$ cat src/rtl/cmp_scan_disp.sv
// cmp_scan_disp: compares two unsigned operands and shows max/min in hex on a
// six-digit multiplexed seven-segment display, with a relation glyph on digit 5.
// Optional build macro: CMP_LZB_EN enables leading-zero blanking on value digits.
module cmp_scan_disp #(
    parameter int DATA_W   = 8,
    parameter int SCAN_DIV = 50000
) (
    input  logic              clk,
    input  logic              rst_n,
    input  logic [DATA_W-1:0] ina,
    input  logic [DATA_W-1:0] inb,
    input  logic              mode,
    input  logic              hold,
    output logic              lt,
    output logic              gt,
    output logic              eq,
    output logic [7:0]        seg,
    output logic [5:0]        sel
);

    localparam int             NIB      = DATA_W / 4;
    localparam int             CW       = (SCAN_DIV > 1) ? $clog2(SCAN_DIV) : 1;
    localparam logic [CW-1:0]  CNT_LAST = CW'(SCAN_DIV - 1);
    localparam logic [2:0]     NIB_L    = 3'(NIB);
    localparam logic [2:0]     REL_DIG  = 3'd5;

    logic [DATA_W-1:0] ra;
    logic [DATA_W-1:0] rb;
    logic [DATA_W-1:0] val;
    logic [CW-1:0]     cnt;
    logic              tick;
    logic [2:0]        dig;
    logic [2:0]        dig_nxt;
    logic [3:0]        nib;
    logic [7:0]        glyph;
    logic [5:0]        sel_nxt;

    function automatic logic [7:0] hex_glyph(input logic [3:0] n);
        case (n)
            4'h0: hex_glyph = 8'hC0;
            4'h1: hex_glyph = 8'hF9;
            4'h2: hex_glyph = 8'hA4;
            4'h3: hex_glyph = 8'hB0;
            4'h4: hex_glyph = 8'h99;
            4'h5: hex_glyph = 8'h92;
            4'h6: hex_glyph = 8'h82;
            4'h7: hex_glyph = 8'hF8;
            4'h8: hex_glyph = 8'h80;
            4'h9: hex_glyph = 8'h90;
            4'hA: hex_glyph = 8'h88;
            4'hB: hex_glyph = 8'h83;
            4'hC: hex_glyph = 8'hC6;
            4'hD: hex_glyph = 8'hA1;
            4'hE: hex_glyph = 8'h86;
            default: hex_glyph = 8'h8E;
        endcase
    endfunction

    // Operand sampling; hold freezes the last sampled pair
    always_ff @(posedge clk or negedge rst_n) begin
        if (!rst_n) begin
            ra <= '0;
            rb <= '0;
        end else if (!hold) begin
            ra <= ina;
            rb <= inb;
        end
    end

    // Registered compare flags and max/min selection
    always_ff @(posedge clk or negedge rst_n) begin
        if (!rst_n) begin
            lt  <= 1'b0;
            gt  <= 1'b0;
            eq  <= 1'b0;
            val <= '0;
        end else begin
            lt <= (ra < rb);
            gt <= (ra > rb);
            eq <= (ra == rb);
            if (mode) val <= (ra < rb) ? ra : rb;
            else      val <= (ra > rb) ? ra : rb;
        end
    end

    // Scan divider: one tick per digit slot
    always_ff @(posedge clk or negedge rst_n) begin
        if (!rst_n) cnt <= '0;
        else        cnt <= tick ? '0 : cnt + 1'b1;
    end

    assign tick = (cnt == CNT_LAST);

    // Pattern for the digit about to be lit; only sampled on tick so a slot never changes mid-way
    always_comb begin
        dig_nxt = (dig == REL_DIG) ? 3'd0 : dig + 3'd1;
        nib     = 4'(val >> {dig_nxt, 2'b00});
        sel_nxt = ~(6'b000001 << dig_nxt);
        glyph   = 8'hFF;
        if (dig_nxt == REL_DIG) begin
            if (gt)      glyph = 8'h88;
            else if (lt) glyph = 8'h83;
            else if (eq) glyph = 8'hB7;
        end else if (dig_nxt < NIB_L) begin
            glyph = hex_glyph(nib);
`ifdef CMP_LZB_EN
            if ((dig_nxt != 3'd0) && ((val >> {dig_nxt, 2'b00}) == '0)) glyph = 8'hFF;
`endif
        end
    end

    // Digit index and segment/select registers, advanced once per slot
    always_ff @(posedge clk or negedge rst_n) begin
        if (!rst_n) begin
            dig <= REL_DIG;
            seg <= 8'hFF;
            sel <= 6'h3F;
        end else if (tick) begin
            dig <= dig_nxt;
            seg <= glyph;
            sel <= sel_nxt;
        end
    end

endmodule

$ cat config.mk
export PLATFORM = sky130hd
export DESIGN_NAME = cmp_scan_disp
export DESIGN_NICKNAME = d
export VERILOG_FILES = /design/src/rtl/cmp_scan_disp.sv
export SDC_FILE = /design/constraint.sdc
export NUM_CORES = 1
export LEC_CHECK = 0
export CAP_MARGIN = 20
export CORE_MARGIN = 2
export CORE_UTILIZATION = 40
export CTS_CLUSTER_SIZE = 8
export DETAILED_ROUTE_END_ITERATION = 6
export PLACE_DENSITY = 0.61
export SYNTH_ARGS = -nofsm -noshare
export SYNTH_HDL_FRONTEND = slang
export SYNTH_SLANG_ARGS = --single-unit
$ cat constraint.sdc
create_clock -name clk -period 4.1 [get_ports clk]
set_input_delay 0.82 -clock clk [delete_from_list [all_inputs] [get_ports clk]]
set_output_delay 0.82 -clock clk [all_outputs]
set_load 0.01 [all_outputs]
==> results of run 1 <==
[critical path, cell delays in order (launching register included)]
cell and delay, ns:
dfstp_2 0.78, nor3_1 0.13, a21oi_1 0.39, nor2b_1 0.18, inv_1 0.15, ha_1 0.25, a2111oi_0 0.12, a31oi_1 0.17
a21oi_1 0.06, a311o_1 0.33, a31oi_1 0.16
[final cells by class]
class	instances	area, um2	area share
Tap cell	102	128	0.0345
Clock inverter	2	10.0	0.00271
Multi-Input combinational cell	199	1490	0.403
Clock buffer	14	163	0.0440
Timing Repair Buffer	37	360	0.0975
Inverter	14	52.6	0.0142
Sequential cell	59	1500	0.404
[cells in the final DEF, fill, tap and decap left out, types with 3 or more instances in the layout]
cell type and instances:
mux2_2 25, o211ai_1 6, dfrtp_1 44, nor3_1 3, o31ai_1 4, xnor2_1 7, a31oi_1 6, o21ai_2 4
inv_1 14, clkdlybuf4s50_1 34, a21oi_1 11, o21ai_0 5, nor2_1 27, nand2_1 17, xor2_1 7, clkbuf_1 3
nand2b_1 4, ha_1 15, dfstp_2 15, mux2i_1 4, nand3_1 11, nor2b_1 4, nand4_1 5, clkbuf_8 11
[cell families (layout without fill, tap and decap cells)]
| family | Yosys count | count (layout) | share of synthesized area |
|---|---|---|---|
| AOI/OAI and AO/OA | 51 | 51 | 0.116 |
| xor gates and xnor gates | 14 | 14 | 0.0396 |
| adders and majority gates | 15 | 15 | 0.0606 |
| buffers and inverters | 26 | 67 | 0.0371 |
| DFF | 59 | 59 | 0.482 |
| muxes | 29 | 29 | 0.104 |
| other | 1 | 1 | 0.00121 |
| and+or+nand+nor | 89 | 89 | 0.159 |
[state kept, by name, indices dropped and copies added (netlist names)]
name / flops
dig: 3
seg: 7
ra: 8
eq: 1
rb: 8
val: 8
gt: 1
sel: 6
lt: 1
cnt: 16
[per-layer routing]
layer | track usage | up-vias | part of all wire
met5 | 0 | - | 0
met4 | 0.0510 | 0 | 0.0088
met3 | 0.0411 | 4 | 0.035
met2 | 0.238 | 38 | 0.46
met1 | 0.224 | 1070 | 0.50
li1 | - | 1089 | -
[synth_stat cells (all sizes together) (2+ instances only)]
cell,n
nand2b,4
or4bb,2
xnor2,7
o31ai,4
nand4,5
nor4b,3
o211ai,7
clkbuf,4
nand3,11
nand2,18
nor2,27
mux2,25
and3,2
nor2b,4
o21a,2
dfstp,15
buf,8
inv,14
xor2,7
or4,2
dfrtp,44
and2,3
a31oi,6
o21ai,9
or4b,2
mux2i,4
ha,15
a21oi,11
nor3,3
a21o,2
[how the worst min path moves through the flow]
| stage | startpoint | to | slack (ns) | cells after the start |
|---|---|---|---|---|
| finish | sel[1] | sel[1] | 0.47 | 2 |
| global route | seg[5] | seg[5] | 0.50 | 2 |
| CTS | sel[1] | sel[1] | 0.47 | 2 |
| detailed placement | sel[1] | sel[1] | 0.46 | 2 |
| global placement | seg[2] | seg[2] | 0.46 | 2 |
| floorplan | cnt[0] | cnt[0] | 0.45 | 1 |
[per-stage QoR]
stage          setup WS, ns  power [mW]  cell area (um2)
2_1_floorplan          1.48       0.838             3100
3_3_place_gp           1.40       0.933             3520
3_5_place_dp           1.37       0.931             3520
4_1_cts                1.34        1.41             3700
5_1_grt                1.09        1.48             3700
6_report               1.32        1.39             3700
[power groups by stage]
stage               Clock (mW)  Sequential (mW)  Combinational [mW]
floorplan                    0            0.656               0.182
global placement             0            0.665               0.268
detailed placement           0            0.665               0.266
CTS                      0.489            0.655               0.268
global route             0.513            0.662               0.301
finish                   0.471            0.656               0.268
==> results by group, run 1 <==
Status
  – Status: complete, no violations

Power and ir drop
  – Part of the power in registers: 0.470
  – Switching power: 0.389 mW
  – Power share of the combinational group: 0.192
  – Max VDD drop: 0.254 mV
  – Clock group share of total power: 0.338
  – P_int: 1.01 mW
  – Sw Ratio: 0.279
  – Power per standard cell area: 377 nW/um2
  – LEAKAGE: 1.53 nW

Finish
  – Filler cells: 721
  – Fin util: 0.486
  – Share of layout cells above drive strength 1: 0.212
  – Post-Layout Cell Count: 427
  – ANT cells: 0
  – Final nets: 355
  – Layout area overhead: 19.3%

STA
  – Crit share post-route: 0.678
  – Least-Margin Pin Slew: 0.744 ns
  – Max-slew violations: 0
  – Peak Freq: 360 MHz
  – Fin Hold WS: 0.469 ns
  – Final setup violation count: 0
  – Setup TNS: 0 ns
  – Tmin final: 2.78 ns
  – Hold Violations, Final: 0
  – RSZ-0062 raised after global routing: no
  – Relative slew slack: 0.504
  – Final Skew: 0.00713 ns

Synthesis
  – Unique masters post-synth: 56
  – Mapped Area: 3100 um2
  – Post-synth top area cell: dfrtp_1
  – Ranking of synthesized cells by area: dfrtp_1 36%, dfstp_2 13%, mux2_2 9.1%
  – Yosys Warn Count: 0
  – Seq/Total Area, Yosys: 0.482
  – Number of synthesized flops with an enable pin: 0
  – Syn nets: 319
  – Main synth FF type: dfrtp_1
  – Synth Register Bits: 59
  – Top-area cell type share of the netlist area: 0.355
  – FFs w/ async S/R, synth: 1.00
  – Post-synthesis cell count: 284
  – Average size of a mapped cell: 10.9 um2

Floorplan
  – Core area: 7610 um2
  – I/O Pins: 37
  – Die area: 8470 um2
  – Die Width: 92.0 um
  – Initial core utilization: 0.407
  – Num rows: 32
  – Die height: 92.0 um

Critical path
  – Worst r2r src: dig[0]
  – Worst-path fanout max: 24
  – Crit path to: seg[0]
  – Crit path required time: 4.36 ns
  – Crit Path Class: register to register
  – Worst R2R Setup Slack: 1.32 ns
  – Worst Path Arrival: 3.04 ns
  – Reg2reg end: seg[0]
  – Worst Setup Start Kind: register
  – Reg2Reg Depth: 10
  – Origin of the worst setup path: dig[0]
  – Worst setup EP type: register

Global routing
  – Global-route wire length before repair: 10500 um
  – Total gr overflow: 0
  – GRT Total Usage: 0.158
  – Vias in the first global route: 2133
  – Pin count of the biggest net entering global routing: 33
  – Initial antenna violation count: 0

Placement
  – DP Cell Count: 411
  – Port Buf Inserts: 35
  – Gpl congestion: 0.833
  – DPL Wire Length: 4410 um

Clock network
  – Worst skew pair latency: 0.33 ns
  – H-tree lvl count: 3
  – Hold_buf cts: 0
  – Clock transition at path regs: 0.07 ns
  – Post CTS Setup Buffer Count: 0
  – Root buf cell: clkbuf_8
  – Max clock buf depth: 2
  – CTS Buf Count: 9
  – CTS tree: built
  – # clock sinks: 59
  – Post-CTS sizing: 0

Drt
  – Final WL: 6110 um
  – Final ANT Viol Nets: 0
  – Vias/cell: 5.15
  – Drt wl/cell: 14.3 um
  – Drt first pass iters: 6
  – DRT iter0 DRCs: 131
  – Vias: 2201
  – DR DRC count: 0

Min path
  – Min-Delay Path Class: register to register

Run
  – Max-cap violations: 0
No activity file was read; power rests on OpenSTA's default activity.
==> inputs of run 2 (changes only) <==
PLACE_DENSITY = 0.64   (was 0.61)
clock period = 2.5 ns   (was 4.1 ns; I/O delays follow)
==> results by group, run 2 (synthesis gave the netlist of run 1 again) <==
Finish
  – Most frequent cells in the layout: 44 x dfrtp_1, 34 x clkdlybuf4s50_1, 27 x nor2_1 (unchanged)
  – Final nets: 364 (was 355)
  – Fin util: 0.505 (was 0.486)
  – Design area: 3840 um2 (was 3700 um2)
  – Largest register FFs: 16 (unchanged)
  – Area of all sequential standard cells: 1500 um2 (unchanged)
  – Largest Register: cnt (unchanged)
  – Post-Layout Cell Count: 436 (was 427)
  – Commonest non-fill, non-tap cell in the layout: dfrtp_1 (unchanged)
  – ANT cells: 0 (unchanged)
  – Area of the multi-input gates: 1500 um2 (was 1490 um2)
  – Filler cells: 706 (was 721)
  – Layout area overhead: 23.9% (was 19.3%)
  – Share of layout cells above drive strength 1: 0.249 (was 0.212)

Clock network
  – Clock transition at path regs: 0.07 ns (about the same)
  – Root buf cell: clkbuf_8 (unchanged)
  – H-tree lvl count: 3 (unchanged)
  – Hold_buf cts: 0 (unchanged)
  – CTS Buf Count: 9 (unchanged)
  – CTS tree: built (unchanged)
  – Worst skew pair latency: 0.33 ns (about the same)
  – Max clock buf depth: 2 (unchanged)
  – # clock sinks: 59 (unchanged)

STA
  – Relative slew slack: 0.510 (was 0.504)
  – Max-slew violations: 0 (unchanged)
  – Crit share post-route: 0.925 (was 0.678)
  – RSZ-0062 raised after global routing: no (unchanged)
  – Peak Freq: 432 MHz (was 360 MHz)
  – Least-Margin Pin Slew: 0.736 ns (was 0.744 ns)
  – Hold Violations, Final: 0 (unchanged)
  – Tmin final: 2.31 ns (was 2.78 ns)
  – Setup TNS: 0 ns (unchanged)
  – Final setup violation count: 0 (unchanged)
  – Final worst setup slack: 0.187 ns (was 1.32 ns)
  – Final Skew: 0.0123 ns (was 0.00713 ns)

Placement
  – Gpl congestion: 0.889 (was 0.833)
  – Port Buf Inserts: 35 (unchanged)
  – Placed cell area: 3590 um2 (was 3520 um2)
  – DPL Wire Length: 4480 um (was 4410 um)
  – Pre-CTS setup slack: 0.0996 ns (was 1.37 ns)
  – DP Cell Count: 418 (was 411)

Floorplan
  – Die Width: 92.0 um (unchanged)
  – Num rows: 32 (unchanged)
  – Initial core utilization: 0.407 (unchanged)
  – Die height: 92.0 um (unchanged)
  – Die area: 8470 um2 (unchanged)
  – Core area: 7610 um2 (unchanged)
  – I/O Pins: 37 (unchanged)

Drt
  – Vias: 2260 (was 2201)
  – Vias/cell: 5.18 (was 5.15)
  – DRT iter0 DRCs: 90 (was 131)
  – Drt wl/cell: 13.8 um (was 14.3 um)
  – Drt first pass iters: 4 (was 6)
  – Final ANT Viol Nets: 0 (unchanged)
  – Final WL: 6020 um (was 6110 um)
  – DR DRC count: 0 (unchanged)

Power and ir drop
  – Sw Ratio: 0.254 (was 0.279)
  – Part of the power in registers: 0.425 (was 0.470)
  – Clock group share of total power: 0.398 (was 0.338)
  – LEAKAGE: 1.60 nW (was 1.53 nW)
  – Power per standard cell area: 660 nW/um2 (was 377 nW/um2)
  – Power share of the combinational group: 0.177 (was 0.192)
  – Max VDD drop: 0.309 mV (was 0.254 mV)
  – P_int: 1.89 mW (was 1.01 mW)
  – Switching power: 0.644 mW (was 0.389 mW)

Global routing
  – Pin count of the biggest net entering global routing: 35 (was 33)
  – Global-route wire length before repair: 10800 um (was 10500 um)
  – Vias in the first global route: 2296 (was 2133)
  – Initial antenna violation count: 0 (unchanged)
  – Total gr overflow: 0 (unchanged)
  – GRT Total Usage: 0.159 (was 0.158)

Critical path
  – Crit path cell chain: mux2_2 > nor2b_1 > inv_1 > ha_2 > a2111oi_0 > a31oi_1 > a21oi_1 > a311o_1 > a31oi_1 (was nor3_1 > a21oi_1 > nor2b_1 > inv_1 > ha_1 > a2111oi_0 > a31oi_1 > a21oi_1 > a311o_1 > a31oi_1)
  – Crit path required time: 2.76 ns (was 4.36 ns)
  – CP max stage cell: dfstp_2 (unchanged)
  – Worst Setup Start Kind: register (unchanged)
  – Worst R2R Setup Slack: 0.19 ns (was 1.32 ns)
  – Worst setup EP type: register (unchanged)
  – Worst-path fanout max: 5 (was 24)
  – Origin of the worst setup path: dig[0] (unchanged)
  – Reg2Reg Depth: 9 (was 10)
  – CP dominant cell by count: a31oi_1
  – Reg2reg end: seg[0] (unchanged)
  – Worst Path Arrival: 2.57 ns (was 3.04 ns)
  – Crit path to: seg[0] (unchanged)
  – Crit-path max cell delay: 0.59 ns (was 0.78 ns)
  – Crit Path Class: register to register (unchanged)
  – Worst r2r src: dig[0] (unchanged)

Status
  – Status: complete, no violations (unchanged)

Min path
  – Min-Delay Path Class: input port to asynchronous set/reset pin (was register to register)

Run
  – Max-cap violations: 0 (unchanged)
## run 2: worst min-delay path by stage
stage	to	slack, ns	cells after the start
floorplan	cnt[0]	0.20	0
global placement	seg[2]	0.46	2
detailed placement	sel[1]	0.46	2
CTS	cnt[5]	0.25	1
global route	cnt[8]	0.28	1
finish	cnt[9]	0.22	1
## run 2: what timing repair did
action / in CTS / in global routing
setup endpoints to repair: 0 / 1
gates resized for setup: 0 / 1
buffers inserted: 0 / 2
## run 2: layer usage
layer	global-route usage	wire length, um	up-vias
met3	0.0370	290	10
met2	0.258	2830	64
met5	0	0	-
met1	0.202	2800	1078
met4	0.0746	105	0
li1	-	-	1108
## run 2: power by group through the flow
| stage | logic [mW] | registers (mW) | clock network (mW) |
|---|---|---|---|
| 2_1_floorplan | 0.299 | 1.08 | 0 |
| 3_3_place_gp | 0.442 | 1.09 | 0 |
| 3_5_place_dp | 0.446 | 1.09 | 0 |
| 4_1_cts | 0.452 | 1.08 | 1.04 |
| 5_1_grt | 0.509 | 1.09 | 1.08 |
| 6_report | 0.448 | 1.08 | 1.01 |
## run 2: metrics by stage
step / hold WS, ns / power (mW)
6_report: 0.223 / 2.54
4_1_cts: 0.252 / 2.57
3_5_place_dp: 0.465 / 1.54
2_1_floorplan: 0.204 / 1.37
3_3_place_gp: 0.461 / 1.54
5_1_grt: 0.283 / 2.68
## run 2: area by class of cell
cell class / count / area share
clock buffers: 13 / 0.0440
repair buffers: 46 / 0.111
inverters: 14 / 0.0137
well taps: 102 / 0.0332
multi-input cells: 199 / 0.391
clock inverters: 3 / 0.0179
flip-flops and latches: 59 / 0.389
## run 2: worst max-delay path: cells and delay by family, from the launching register on
kind	cells	cell delay (ns)
AO/OA/AOI/OAI	5	0.81
adder cells (fa/ha/maj)	1	0.23
buffers and inverters	1	0.11
flip-flops	1	0.59
multiplexers	1	0.35
AND/OR/NAND/NOR	1	0.14
==> inputs of run 3 (changes only) <==
RECOVER_POWER = 25   (was not set)
==> results by group, run 3 (synthesis gave the netlist of run 1 again) <==
Status
  – Status: finished with violations (was complete, no violations)
  – Failing checks: max-capacitance violations, max-slew violations

Drt
  – Final ANT Viol Nets: 0 (unchanged)
  – Metal2 WL: 2830 um (unchanged)
  – M1 wire length: 2800 um (about the same)
  – DR DRC count: 0 (unchanged)
  – Final WL: 6020 um (about the same)
  – Drt wl/cell: 13.8 um (about the same)
  – WL met3: 290 um (unchanged)
  – DRT iter0 DRCs: 90 (unchanged)
  – Drt first pass iters: 4 (unchanged)
  – Vias/cell: 5.18 (unchanged)
  – Vias: 2260 (unchanged)
  – Top sig layer: met4 (unchanged)

Floorplan
  – Num rows: 32 (unchanged)
  – Initial core utilization: 0.407 (unchanged)
  – Die height: 92.0 um (unchanged)
  – Die Width: 92.0 um (unchanged)
  – I/O Pins: 37 (unchanged)
  – Die area: 8470 um2 (unchanged)
  – Core area: 7610 um2 (unchanged)

Critical path
  – Reg2reg end: seg[0] (unchanged)
  – Worst r2r src: dig[0] (unchanged)
  – Worst setup EP type: register (unchanged)
  – Worst Path Arrival: 2.57 ns (about the same)
  – Reg2Reg Depth: 9 (unchanged)
  – Worst R2R Setup Slack: 0.19 ns (about the same)
  – Crit Path Class: register to register (unchanged)
  – Worst Setup Start Kind: register (unchanged)
  – Worst-path fanout max: 5 (unchanged)
  – Crit path required time: 2.76 ns (about the same)
  – Origin of the worst setup path: dig[0] (unchanged)
  – Crit path to: seg[0] (unchanged)

Power and ir drop
  – Sw Ratio: 0.254 (about the same)
  – Clock group share of total power: 0.398 (about the same)
  – LEAKAGE: 1.60 nW (about the same)
  – Part of the power in registers: 0.425 (about the same)
  – Total Power: 2.54 mW (about the same)
  – P_int: 1.89 mW (about the same)
  – Power share of the combinational group: 0.176 (was 0.177)
  – Power per standard cell area: 661 nW/um2 (was 660 nW/um2)
  – Max VDD drop: 0.309 mV (about the same)
  – Switching power: 0.644 mW (about the same)

Run
  – Max-cap violations: 1 (was 0)

STA
  – Hold Violations, Final: 0 (unchanged)
  – Tmin final: 2.31 ns (unchanged)
  – Crit share post-route: 0.925 (unchanged)
  – Least-Margin Pin Slew: 1.76 ns (was 0.736 ns)
  – RSZ-0062 raised after global routing: no (unchanged)
  – Final setup violation count: 0 (unchanged)
  – Peak Freq: 432 MHz (unchanged)
  – Setup TNS: 0 ns (unchanged)
  – Relative slew slack: -0.171 (was 0.510)
  – Final Skew: 0.0123 ns (unchanged)
  – Max-slew violations: 35 (was 0)
  – Final worst setup slack: 0.187 ns (unchanged)

Global routing
  – Total gr overflow: 0 (unchanged)
  – Pin count of the biggest net entering global routing: 35 (unchanged)
  – Initial antenna violation count: 0 (unchanged)
  – Vias in the first global route: 2296 (unchanged)
  – GRT Total Usage: 0.159 (unchanged)
  – Global-route wire length before repair: 10800 um (unchanged)

Min path
  – Min-Delay Path Class: register to register (was input port to asynchronous set/reset pin)

Clock network
  – CTS Buf Count: 9 (unchanged)
  – CTS tree: built (unchanged)
  – H-tree lvl count: 3 (unchanged)
  – Root buf cell: clkbuf_8 (unchanged)
  – Max clock buf depth: 2 (unchanged)
  – Clock transition at path regs: 0.07 ns (about the same)
  – Worst skew pair latency: 0.33 ns (about the same)
  – # clock sinks: 59 (unchanged)

Placement
  – Gpl congestion: 0.889 (unchanged)
  – DPL Wire Length: 4480 um (unchanged)
  – Port Buf Inserts: 35 (unchanged)
  – Pre-CTS setup slack: 0.0996 ns (unchanged)

Finish
  – Commonest non-fill, non-tap cell in the layout: dfrtp_1 (unchanged)
  – Share of layout cells above drive strength 1: 0.246 (was 0.249)
  – Largest register FFs: 16 (unchanged)
  – Final nets: 364 (unchanged)
  – Filler cells: 707 (was 706)
  – Layout area overhead: 23.9% (about the same)
  – ANT cells: 0 (unchanged)
  – Largest Register: cnt (unchanged)
  – Most frequent cells in the layout: 44 x dfrtp_1, 34 x clkdlybuf4s50_1, 27 x nor2_1 (unchanged)
## run 3: per-stage QoR
step / area [um2] / instances / util / hold slack, ns
after floorplan: 3110 / 284 / - / 0.204
after global placement: 3590 / 418 / 0.471 / 0.461
after detailed placement: 3590 / 418 / 0.471 / 0.465
after CTS: 3820 / 434 / 0.503 / 0.252
after global routing: 3840 / 436 / 0.505 / 0.485
final: 3840 / 436 / 0.505 / 0.470
## run 3: what timing repair did
| action | in CTS | in global routing |
|---|---|---|
| setup buffers | 0 | 2 |
| setup endpoints to repair | 0 | 1 |
| resized for setup | 0 | 1 |
| hold buffers | 0 | 0 |
| hold endpoints to repair | 0 | 0 |
## run 3: final cells by class
cell class | instances | area, um2 | area share
multi-input cells | 199 | 1500 | 0.391
clock buffers | 13 | 169 | 0.0440
clock inverters | 3 | 68.8 | 0.0179
inverters | 14 | 52.6 | 0.0137
repair buffers | 46 | 427 | 0.111
well taps | 102 | 128 | 0.0332
flip-flops and latches | 59 | 1500 | 0.389
## run 3: power by group through the flow
stage | clock [mW] | sequential, mW | combinational, mW
2_1_floorplan | 0 | 1.08 | 0.299
3_3_place_gp | 0 | 1.09 | 0.442
3_5_place_dp | 0 | 1.09 | 0.446
4_1_cts | 1.04 | 1.08 | 0.452
5_1_grt | 1.08 | 1.09 | 0.508
6_report | 1.01 | 1.08 | 0.448
## run 3: critical path, cell delays in order, from the launching register on
cell	delay, ns
dfstp_2	0.59
mux2_2	0.35
nor2b_1	0.14
inv_1	0.11
ha_2	0.23
a2111oi_0	0.10
a31oi_1	0.17
a21oi_1	0.06
a311o_1	0.32
a31oi_1	0.16
## run 3: worst min-delay path by stage
stage,from,endpoint,slack [ns],cells past startpoint
floorplan,rst_n,cnt[0],0.20,0
global placement,seg[2],seg[2],0.46,2
detailed placement,sel[1],sel[1],0.46,2
CTS,rst_n,cnt[5],0.25,1
global route,sel[5],sel[5],0.49,2
finish,sel[1],sel[1],0.47,2
## run 3: layer usage
layer,vias to the layer above,global-route usage
met5,-,0
met4,0,0.0746
met3,10,0.0370
met2,64,0.258
met1,1078,0.202
li1,1108,-
==> variant 1, RTL diff (config.mk and constraints of run 2) <==
Register the inputs `ina`, `inb`, `mode` and `hold` before use, with the module's reset. The logic sees them one clock later.
--- a/src/rtl/cmp_scan_disp.sv
+++ b/src/rtl/cmp_scan_disp.sv
@@ -23,6 +23,25 @@
     localparam logic [CW-1:0]  CNT_LAST = CW'(SCAN_DIV - 1);
     localparam logic [2:0]     NIB_L    = 3'(NIB);
     localparam logic [2:0]     REL_DIG  = 3'd5;
+
+    logic [DATA_W-1:0] ina_q;
+    logic [DATA_W-1:0] inb_q;
+    logic mode_q;
+    logic hold_q;
+
+    always_ff @(posedge clk or negedge rst_n) begin
+        if (!rst_n) begin
+            ina_q  <= '0;
+            inb_q  <= '0;
+            mode_q <= '0;
+            hold_q <= '0;
+        end else begin
+            ina_q  <= ina;
+            inb_q  <= inb;
+            mode_q <= mode;
+            hold_q <= hold;
+        end
+    end
 
     logic [DATA_W-1:0] ra;
     logic [DATA_W-1:0] rb;
@@ -61,9 +80,9 @@
         if (!rst_n) begin
             ra <= '0;
             rb <= '0;
-        end else if (!hold) begin
-            ra <= ina;
-            rb <= inb;
+        end else if (!hold_q) begin
+            ra <= ina_q;
+            rb <= inb_q;
         end
     end
 
@@ -78,7 +97,7 @@
             lt <= (ra < rb);
             gt <= (ra > rb);
             eq <= (ra == rb);
-            if (mode) val <= (ra < rb) ? ra : rb;
+            if (mode_q) val <= (ra < rb) ? ra : rb;
             else      val <= (ra > rb) ? ra : rb;
         end
     end
Behaviour: not the same (a bounded check fails within 4 cycles, from zero or initial values and one cycle with rst_n low).
==> variant 1 against run 2 <==
First-iteration DRC count shrank 13%; wire length up 3.5%; sequential power up 29%; total power is 3.1% higher; clock power decreased by 21%; sequential cell count increased by 18; final area up 8.5%; critical path type unchanged; area after synthesis rose by 13%; global-route usage fell by 1.7 points; setup slack worse by 0.0083 ns.
==> variant 1: results (changes against run 2) <==
Worst-Skew Late Latency=0.35 ns (+0.02 ns); final hold slack=0.1180 ns (-0.1052 ns); top cells by area, synth=dfrtp_1, dfstp_2, mux2_2; GP Congestion=0.8166 (-8.2%); Syn Inst Count=296 (+4.2%); maximum vdd drop=0.0003940 V (+28%); hpwl dp=4.408 mm (-1.7%); CP peak stage delay=0.63 ns (+0.04 ns); Layout Nets=376 (+3.3%); Critical Path Slowest Stage Cell=o211ai_1; sequential area share after synthesis=55.75% (+7.5 points); total vias in the final route=2323 (+2.8%); routed wire length=6.234 mm (+3.5%); fill cell count=798 (+13%); area delta synth->final=19.43%; drt wl/cell=13.73 um (-0.62%); fraction of layout cells with a size suffix above 1=19.94% (-4.9 points); CTS H-tree lvls=3 (unchanged); initial DRC count=78 (-13%); dpl ws=0.1622 ns (+0.06256 ns); top post-synthesis cells by count=dfrtp_1, mux2_2, nor2_1; largest net degree at the start of global routing=42 (+20%); post-synthesis net count=331 (+3.8%); relative max-transition margin=49.37% (-1.6 points); first-pass GRT wire length=10.78 mm (+0.19%); Post-DP Area=4009 um^2 (+12%); status=completed; crit-path max FO=8 (+3); GRT Overall Usage=14.18% (-1.7 points); Inst Count DP=438 (+4.8%); Final period util=92.86% (+0.33 points)
-- variant 1: cell families (layout without fill, tap and decap cells) --
logic type                 after synthesis  after routing  synth area share [%]
adders and majority gates               15             15                 5.378
other                                    1              1                0.1075
and+or+nand+nor                         80             80                 12.19
xor gates and xnor gates                14             14                 3.514
buffers and inverters                   25             75                 2.976
muxes                                   36             36                 11.26
DFF                                     77             77                 55.75
AOI/OAI and AO/OA                       48             48                 8.821
-- variant 1: cell type report --
cell class                 instances  area share (%)
timing repair buffer              45           10.45
tap                              108           3.242
clock buffer                      11           3.152
clock inverter                     5          0.6605
multi-input combinational        194           34.55
inverter                          14           1.261
sequential                        77           46.68
-- variant 1: routing by layer --
layer / track usage [%] / wire length (um) / part of all wire (%) / vias to the layer above
met5: 0 / 0 / 0 / -
li1: - / - / - / 1128
met3: 2.806 / 245 / 3.9 / 16
met1: 18.59 / 3011 / 48 / 1126
met4: 8.333 / 189 / 3.0 / 0
met2: 21.86 / 2788 / 45 / 53
-- variant 1: power by group --
part / total, mW / leakage, nW / switching, mW / internal, mW
logic: 0.426 / 0.782 / 0.203 / 0.223
registers: 1.39 / 0.905 / 0.0681 / 1.32
clock network: 0.798 / 0.0845 / 0.444 / 0.354
-- variant 1: worst paths after layout --
check                               from     end  cells past startpoint
worst max register to register     ra[1]  val[1]                      6
worst min register to register  inb_q[2]   rb[2]                      1
worst min-delay path               rst_n      eq                      1
min in group clk                inb_q[2]   rb[2]                      1
max in group asynchronous          rst_n  sel[2]                      2
worst max-delay path               ra[1]  val[1]                      6
-- variant 1: repair_timing --
item,4_1_cts,5_1_grt
gates resized for setup,0,1
setup endpoints to repair,0,8
hold buffers,0,0
endpoints found under the hold margin,0,0
==> variant 2, RTL diff (flow settings as in run 2) <==
Without the edit above. The option `CMP_LZB_EN` is turned on by a define.
--- a/src/rtl/cmp_scan_disp.sv
+++ b/src/rtl/cmp_scan_disp.sv
@@ -1,6 +1,8 @@
 // cmp_scan_disp: compares two unsigned operands and shows max/min in hex on a
 // six-digit multiplexed seven-segment display, with a relation glyph on digit 5.
 // Optional build macro: CMP_LZB_EN enables leading-zero blanking on value digits.
+`define CMP_LZB_EN
+
 module cmp_scan_disp #(
     parameter int DATA_W   = 8,
     parameter int SCAN_DIV = 50000
Formal check against the unedited RTL: same outputs for any inputs over 10 cycles, from zero or initial values and one cycle with rst_n low; that may be too few to reach the edited logic, so the function may still have changed.
==> variant 2 against run 2 <==
Wire length down 2.8%; first-iteration DRC count is 16% lower; critical path depth is 2 lower; sequential cell count unchanged; total power down 4.6%; final cell count decreased by 0.23%; area after synthesis rose by 0.44%; utilization decreased by 0.25 points; setup slack better by 0.068 ns; final area about the same; critical path type unchanged; critical endpoint is now val[5]; largest cell class unchanged.
==> variant 2: results (changes against run 2) <==
top power group=registers; worst r2r src=ra[2]; number of global-route vias before repair=2158 (-6.0%); r2r worst-path depth=7 (-2); hpwl dp=4.247 mm (-5.3%); area of the multi-input gates=1511 um^2 (+0.75%); sequential area share after synthesis=48.03% (-0.21 points); Final WS setup=0.2551 ns (+0.06832 ns); Critical Path Slowest Stage Cell=dfrtp_1; Post-DP Area=3627 um^2 (+1.2%); postcts setup bufs=0 (unchanged); Inst Count DP=418 (unchanged); initial DRC count=76 (-16%); Signal inverters=16 (+2); clock-cell share of area=5.080% (-1.1 points); top cells by area, synth=dfrtp_1, dfstp_2, mux2_2; area delta synth->final=23.43%; Layout Nets=362 (-0.55%); drt wl/cell=13.46 um (-2.5%); Worst-Skew Late Latency=0.34 ns; dpl ws=0.1382 ns (+0.03859 ns); Worst EP arrival=2.47 ns (-0.10 ns); clk root buf=clkbuf_8; status=completed; top post-synthesis cells by count=dfrtp_1, mux2_2, nor2_1, nand2_1, inv_1; maximum vdd drop=0.0003670 V (+19%); worst-margin pin slew=0.4907 ns (-0.2448 ns); Seq area share=38.91% (about the same); Final Non-Filler Cells=435 (-0.23%); GRT Overall Usage=15.12% (-0.81 points); crit-path max FO=8 (+3); n_diodes=0 (unchanged); DR vias/cell=5.099 (-1.6%); GP Congestion=0.7891 (-11%); final hold slack=0.1522 ns (-0.07098 ns); clk_skew=0.01053 ns (-0.001792 ns); fill cell count=691 (-2.1%); multi-input gates=196 (-1.5%); first-pass GRT wire length=10.09 mm (-6.2%); clock buffer count in the final layout=12 (-1); post-synthesis net count=313 (-1.9%); internal power=1.759 mW (-7.1%); CTS H-tree lvls=3 (unchanged); sequential share of power=44.4% (+1.9 points); DIE AREA=8505 um^2 (+0.42%); reg2reg end=val[5]; Largest register FFs=16 (unchanged); Leak=1.606 nW (+0.24%); non-clk buf share=11.79% (+0.65 points); combinational power=0.484 mW (+8.0%); Syn Inst Count=279 (-1.8%); fraction of layout cells with a size suffix above 1=24.62% (-0.23 points); CP peak stage delay=0.39 ns (-0.20 ns); largest net degree at the start of global routing=60 (+71%); TritonRoute pass-1 iters=4 (unchanged)
variant 2: changes by cell type after synthesis, sizes merged, moves of 3 or more:
cell,run 2,this run
mux2,25,28
a211oi,1,5
buf,8,5
o31ai,4,1
mux2i,4,7
a31oi,6,1
o211ai,7,0
a32oi,0,3
variant 2: per-layer routing:
metal | share of wire [%] | GRT usage [%]
met1 | 48 | 20.02
met2 | 47 | 23.53
met3 | 4.5 | 4.601
met4 | 1.2 | 5.348
met5 | 0 | 0
variant 2: kinds of logic after synthesis:
| logic type | after synthesis | share of synthesized area, % |
|---|---|---|
| compound gates | 49 | 12.18 |
| xor+xnor | 13 | 3.658 |
| fa+ha+maj | 14 | 5.627 |
| buf+inv | 24 | 3.416 |
| flops | 59 | 48.03 |
| mux | 35 | 12.38 |
| other cells | 1 | 0.1205 |
| simple gates | 84 | 14.59 |
